[src/rtl/lc3_uop_pkg.sv]
// Shared definitions for the LC-3 microsequencer: microword field positions,
// COND encodings, FSM states and the default fetch microstate.
package lc3_uop_pkg;

  localparam int J_LSB    = 0;
  localparam int J_MSB    = 5;
  localparam int COND_LSB = 6;
  localparam int COND_MSB = 8;
  localparam int IRD_BIT  = 9;
  localparam int CTRL_LSB = 10;

  // FETCH is the first microstate executed after reset
  localparam logic [5:0] DEFAULT_RESET_STATE = 6'd18;

  typedef enum logic [2:0] {
    COND_NONE      = 3'b000,
    COND_MEM_R     = 3'b001,
    COND_BEN       = 3'b010,
    COND_ADDR_MODE = 3'b011,
    COND_PSR15     = 3'b100,
    COND_INT       = 3'b101,
    COND_RSVD6     = 3'b110,
    COND_RSVD7     = 3'b111
  } cond_e;

  typedef enum logic [1:0] {
    ST_RESET = 2'd0,
    ST_PRIME = 2'd1,
    ST_RUN   = 2'd2
  } state_e;

endpackage

[src/rtl/lc3_microsequencer_next_addr.sv]
// Combinational next-microaddress logic: IRD opcode dispatch, otherwise the
// J field with one status bit ORed in as selected by COND.
module lc3_next_addr
  import lc3_uop_pkg::*;
#(
  parameter int ADDR_W = 6
) (
  input  logic [5:0]        j,
  input  logic [2:0]        cond,
  input  logic              ird,
  input  logic [3:0]        opcode,
  input  logic              addr_mode,
  input  logic              ben,
  input  logic              mem_r,
  input  logic              psr15,
  input  logic              int_pending,
  output logic [ADDR_W-1:0] next_addr
);

  logic [5:0] or_mask;
  logic [5:0] j_or;

  // Select the single status bit to merge into J; reserved codes merge nothing
  always_comb begin
    or_mask = 6'b000000;
    case (cond)
      COND_MEM_R:     or_mask[1] = mem_r;
      COND_BEN:       or_mask[2] = ben;
      COND_ADDR_MODE: or_mask[0] = addr_mode;
      COND_PSR15:     or_mask[3] = psr15;
      COND_INT:       or_mask[4] = int_pending;
      default:        or_mask = 6'b000000;
    endcase
    // Pure bitwise OR: no carry, so the result always stays within 0..63
    j_or = j | or_mask;
    next_addr = ird ? ADDR_W'({2'b00, opcode}) : ADDR_W'(j_or);
  end

endmodule

[src/rtl/lc3_microsequencer.sv]
// LC-3 microsequencer: drives the control store read port, tracks the
// address of the live microword and qualifies its control field.
module lc3_microsequencer
  import lc3_uop_pkg::*;
#(
  parameter int                ADDR_W      = 6,
  parameter int                WORD_W      = 52,
  parameter logic [ADDR_W-1:0] RESET_STATE = ADDR_W'(DEFAULT_RESET_STATE)
) (
  input  logic                 i_CLK,
  input  logic                 i_RST_n,
  input  logic                 i_stall,
  input  logic [15:0]          i_ir,
  input  logic                 i_ben,
  input  logic                 i_mem_r,
  input  logic                 i_psr15,
  input  logic                 i_int,
  output logic                 o_cs_en,
  output logic [ADDR_W-1:0]    o_cs_addr,
  input  logic [WORD_W-1:0]    i_cs_data,
  output logic [WORD_W-11:0]   o_ctrl,
  output logic                 o_uop_valid,
  output logic [ADDR_W-1:0]    o_upc
);

  state_e            state_reg;
  state_e            state_next;
  logic [ADDR_W-1:0] upc_reg;
  logic [ADDR_W-1:0] next_addr;
  logic              cs_en;
  logic [ADDR_W-1:0] cs_addr;
  logic              uop_valid;

  // Only the opcode and addressing-mode bit of IR steer sequencing
  logic unused_ir;
  assign unused_ir = ^i_ir[10:0];

  lc3_next_addr #(
    .ADDR_W(ADDR_W)
  ) u_next_addr (
    .j           (i_cs_data[J_MSB:J_LSB]),
    .cond        (i_cs_data[COND_MSB:COND_LSB]),
    .ird         (i_cs_data[IRD_BIT]),
    .opcode      (i_ir[15:12]),
    .addr_mode   (i_ir[11]),
    .ben         (i_ben),
    .mem_r       (i_mem_r),
    .psr15       (i_psr15),
    .int_pending (i_int),
    .next_addr   (next_addr)
  );

  // Next-state and read-port control; stall gates enable and valid with no delay
  always_comb begin
    state_next = state_reg;
    cs_en      = 1'b0;
    cs_addr    = RESET_STATE;
    uop_valid  = 1'b0;
    case (state_reg)
      ST_RESET: begin
        state_next = ST_PRIME;
      end
      ST_PRIME: begin
        cs_en      = 1'b1;
        cs_addr    = RESET_STATE;
        state_next = ST_RUN;
      end
      ST_RUN: begin
        cs_en     = !i_stall;
        uop_valid = !i_stall;
        cs_addr   = next_addr;
      end
      default: begin
        state_next = ST_RESET;
      end
    endcase
  end

  // State register and microPC; the microPC follows every issued read
  always_ff @(posedge i_CLK) begin
    if (!i_RST_n) begin
      state_reg <= ST_RESET;
      upc_reg   <= RESET_STATE;
    end else begin
      state_reg <= state_next;
      if (cs_en) begin
        upc_reg <= cs_addr;
      end
    end
  end

  assign o_cs_en     = cs_en;
  assign o_cs_addr   = cs_addr;
  assign o_uop_valid = uop_valid;
  assign o_upc       = upc_reg;
  assign o_ctrl      = i_cs_data[WORD_W-1:CTRL_LSB];

endmodule

[config.mk]
export PLATFORM = sky130hd
export DESIGN_NAME = lc3_microsequencer
export DESIGN_NICKNAME = d
export VERILOG_FILES = /design/src/rtl/lc3_uop_pkg.sv /design/src/rtl/lc3_microsequencer_next_addr.sv /design/src/rtl/lc3_microsequencer.sv
export SDC_FILE = /design/constraint.sdc
export NUM_CORES = 1
export LEC_CHECK = 0
export CORE_MARGIN = 2
export CORE_UTILIZATION = 20
export CTS_CLUSTER_SIZE = 30
export DETAILED_ROUTE_END_ITERATION = 16
export PLACE_DENSITY = 0.76
export SLEW_MARGIN = 20
export SYNTH_ARGS = -nofsm -noshare
export SYNTH_HDL_FRONTEND = slang
export SYNTH_SLANG_ARGS = --single-unit
[constraint.sdc]
create_clock -name i_CLK -period 1.4 [get_ports i_CLK]
set_clock_uncertainty 0.05 [all_clocks]
set_input_delay 0.14 -clock i_CLK [delete_from_list [all_inputs] [get_ports i_CLK]]
set_output_delay 0.14 -clock i_CLK [all_outputs]
set_load 0.02 [all_outputs]
==> impl_metrics.tcl <==
set metrics [dict create \
    async_flop_share 0 \
    antennaDiodeCount 0 \
    worstPathMaxFanout 8 \
    cts_root_buf "clkbuf_8" \
    synth_warnings 0 \
    rows 23 \
    violations "setup timing" \
    grt_pass1_vias 662 \
    viasPerCell 4.01 \
    path_cells "inv_2, ha_4, nand2b_1, o32a_1, buf_6" \
    initialDrtViolationCount 4 \
    crit_path_end_kind "output port" \
    die_w_um 68.8 \
    cts_tree "yes" \
    worst_slack_ns -0.0906 \
    hold_path_end "o_ctrl[0]" \
    syn_area_um2 840 \
    wire_per_inst_um 12.0 \
    fin_util 0.298 \
    final_area_um2 1200 \
    first_pass_iters 4 \
    gp_congestion 0.773 \
    die-area_um2 4730 \
    p_leak_nw 0.506 \
    grt_pass1_wl_mm 2.83 \
    timing.rr.start "state_reg[1]$_SDFFE_PN0N_" \
    max_cap_viol_count 0 \
    setup_viol 3 \
    area_growth_pct 43.1 \
    rr_endpoint "o_upc[2]$_SDFFE_PN0P_" \
    dp.final_hpwl_mm 1.52 \
    antenna_found_initial 0 \
    cp_top_family "flip-flops" \
    die_h_um 68.8 \
    clock_latency_ns 0.23 \
    r2r_cells 6 \
    dr_total_vias 653 \
    cellPowerDensity_nw_per_um2 800 \
    postSynthAreaPerCell_um2 8.31 \
    clockBufferDepth 2 \
    initial_core_util 0.208 \
    critPathSlowestCell "dfxtp_2" \
    critPathBufInv 2 \
    synth_edf_count 0 \
    largest_reg_flops 6 \
    coreArea_um2 4030 \
    min_period_ns 1.49 \
    drt_wl_total_mm 1.95 \
    tightest_slew_ns 0.304 \
    ios 131 \
    grt-ovfl-total 0 \
    h-tree-depth 1 \
    maxSlewViolCount 0 \
    cts_sinks 8 \
    layout-drive-gt1-share 0.460 \
    synth-seq-cells 8 \
    drc 0 \
    fmax_mhz 671 \
    fin_nets 193 \
    fin_crit_sh 1.06 \
    irDropWorstVdd_mv 0.337 \
    hp-start "i_cs_data[10]" \
    rsz0062_at_grt "yes" \
    path_class "flop to output port" \
    relSlewSlack 0.797 \
    ys_seq_area_frac 0.191 \
    cp.arrival_ns 1.30 \
    hp-class "input pin to output port" \
    crit_required_ns 1.21 \
    cp-startpoint "state_reg[0]$_SDFFE_PN0N_" \
    synthesis.instances 101 \
    whs_path_depth 0 \
    grtUsageTotal 0.0834 \
    cp_slowest_stage_delay_ns 0.32 \
    clk_pin_slew_ns 0.04 \
    numCtsBuffers 3 \
    place_area_um2 1050 \
    status "finished, violations left" \
    synthesis.nets 179 \
    r2r_slack_ns 0.03 \
    cp-start-kind "flop" \
    synth_cell_types 31 \
    grt_max_degree 9 \
    drtAntennaViolNets 0 \
    holdBufCountCts 0 \
    ys.flop_type "dfxtp_1" \
    hold_viol 0 \
    io_buffers 35 \
]
## cell usage after synthesis (2+ instances only)
master    n  area, µm²
inv_2     2       7.51
or2b_1    2       15.0
nand2_1   6       22.5
nand3_1   4       20.0
inv_1     5       18.8
nor2b_1   3       18.8
buf_4    42        315
ha_1      3       37.5
o21ai_0   4       20.0
mux2i_1   2       20.0
dfxtp_1   8        160
## metal layers
| metal | track usage | vias up | wire (µm) |
|---|---|---|---|
| met2 | 0.139 | 34 | 949 |
| met3 | 0.0227 | 14 | 176 |
| li1 | - | 322 | - |
| met4 | 0.0907 | 0 | 117 |
| met1 | 0.0780 | 283 | 707 |
| met5 | 0 | - | 0 |
## logic make-up (layout without fill, tap and decap cells)
group                      Yosys count  count (layout)  share of synthesized area
adders and majority gates            3               3                     0.0447
buffers and inverters               51              63                      0.425
AOI/OAI and AO/OA                   14              14                      0.142
and+or+nand+nor                     23              23                      0.174
muxes                                2               2                     0.0238
DFF                                  8               8                      0.191
## layout make-up
cell class / instances / area (µm²)
sequential: 8 / 163
clock buffer: 3 / 41.3
fill: 415 / 2830
multi-input combinational: 42 / 415
tap: 50 / 62.6
timing repair buffer: 53 / 493
inverter: 7 / 26.3
## how the worst max path moves through the flow
stage,end,slack [ns],cells after the start
final,o_cs_addr[1],-0.09,5
after global routing,o_cs_addr[1],-0.16,5
after CTS,o_cs_addr[1],-0.1,5
after detailed placement,o_cs_addr[2],-0.61,6
after global placement,o_cs_addr[2],-0.59,6
after floorplan,o_upc[1]$_SDFFE_PN1P_,-0.02,7
## report_power, final
group	internal [mW]	switching, mW
clock network	0.186	0.0903
registers	0.248	0.0117
logic	0.245	0.181
## timing repair
action                     4_1_cts  5_1_grt
cloned                           0        0
setup buffers                    2        2
resized for setup               49       22
setup endpoints to repair       12       14
pin swaps                        4        4
## cell usage in the layout, fill, tap and decap left out, types with 3 or more instances in the layout
cell              n
clkbuf_8          3
dfxtp_1           6
nand3_1           3
ha_4              3
buf_4            16
buf_6             9
inv_2             3
clkdlybuf4s50_1  21
dlygate4sd2_1     3
inv_1             4
nand2_1           5
## per-stage QoR
| stage | setup TNS [ns] | setup slack (ns) | power (mW) | hold slack (ns) | cells |
|---|---|---|---|---|---|
| 6_report | -0.225 | -0.0906 | 0.961 | 0.230 | 163 |
| 5_1_grt | -0.650 | -0.162 | 1.02 | 0.230 | 163 |
| 4_1_cts | -0.268 | -0.0993 | 0.909 | 0.230 | 161 |
| 3_5_place_dp | -4.51 | -0.613 | 0.620 | 0.230 | 157 |
| 3_3_place_gp | -4.27 | -0.593 | 0.617 | 0.230 | 157 |
| 2_1_floorplan | -0.0187 | -0.0187 | 0.597 | 0.269 | 101 |
(Power assumes the default switching activity.)
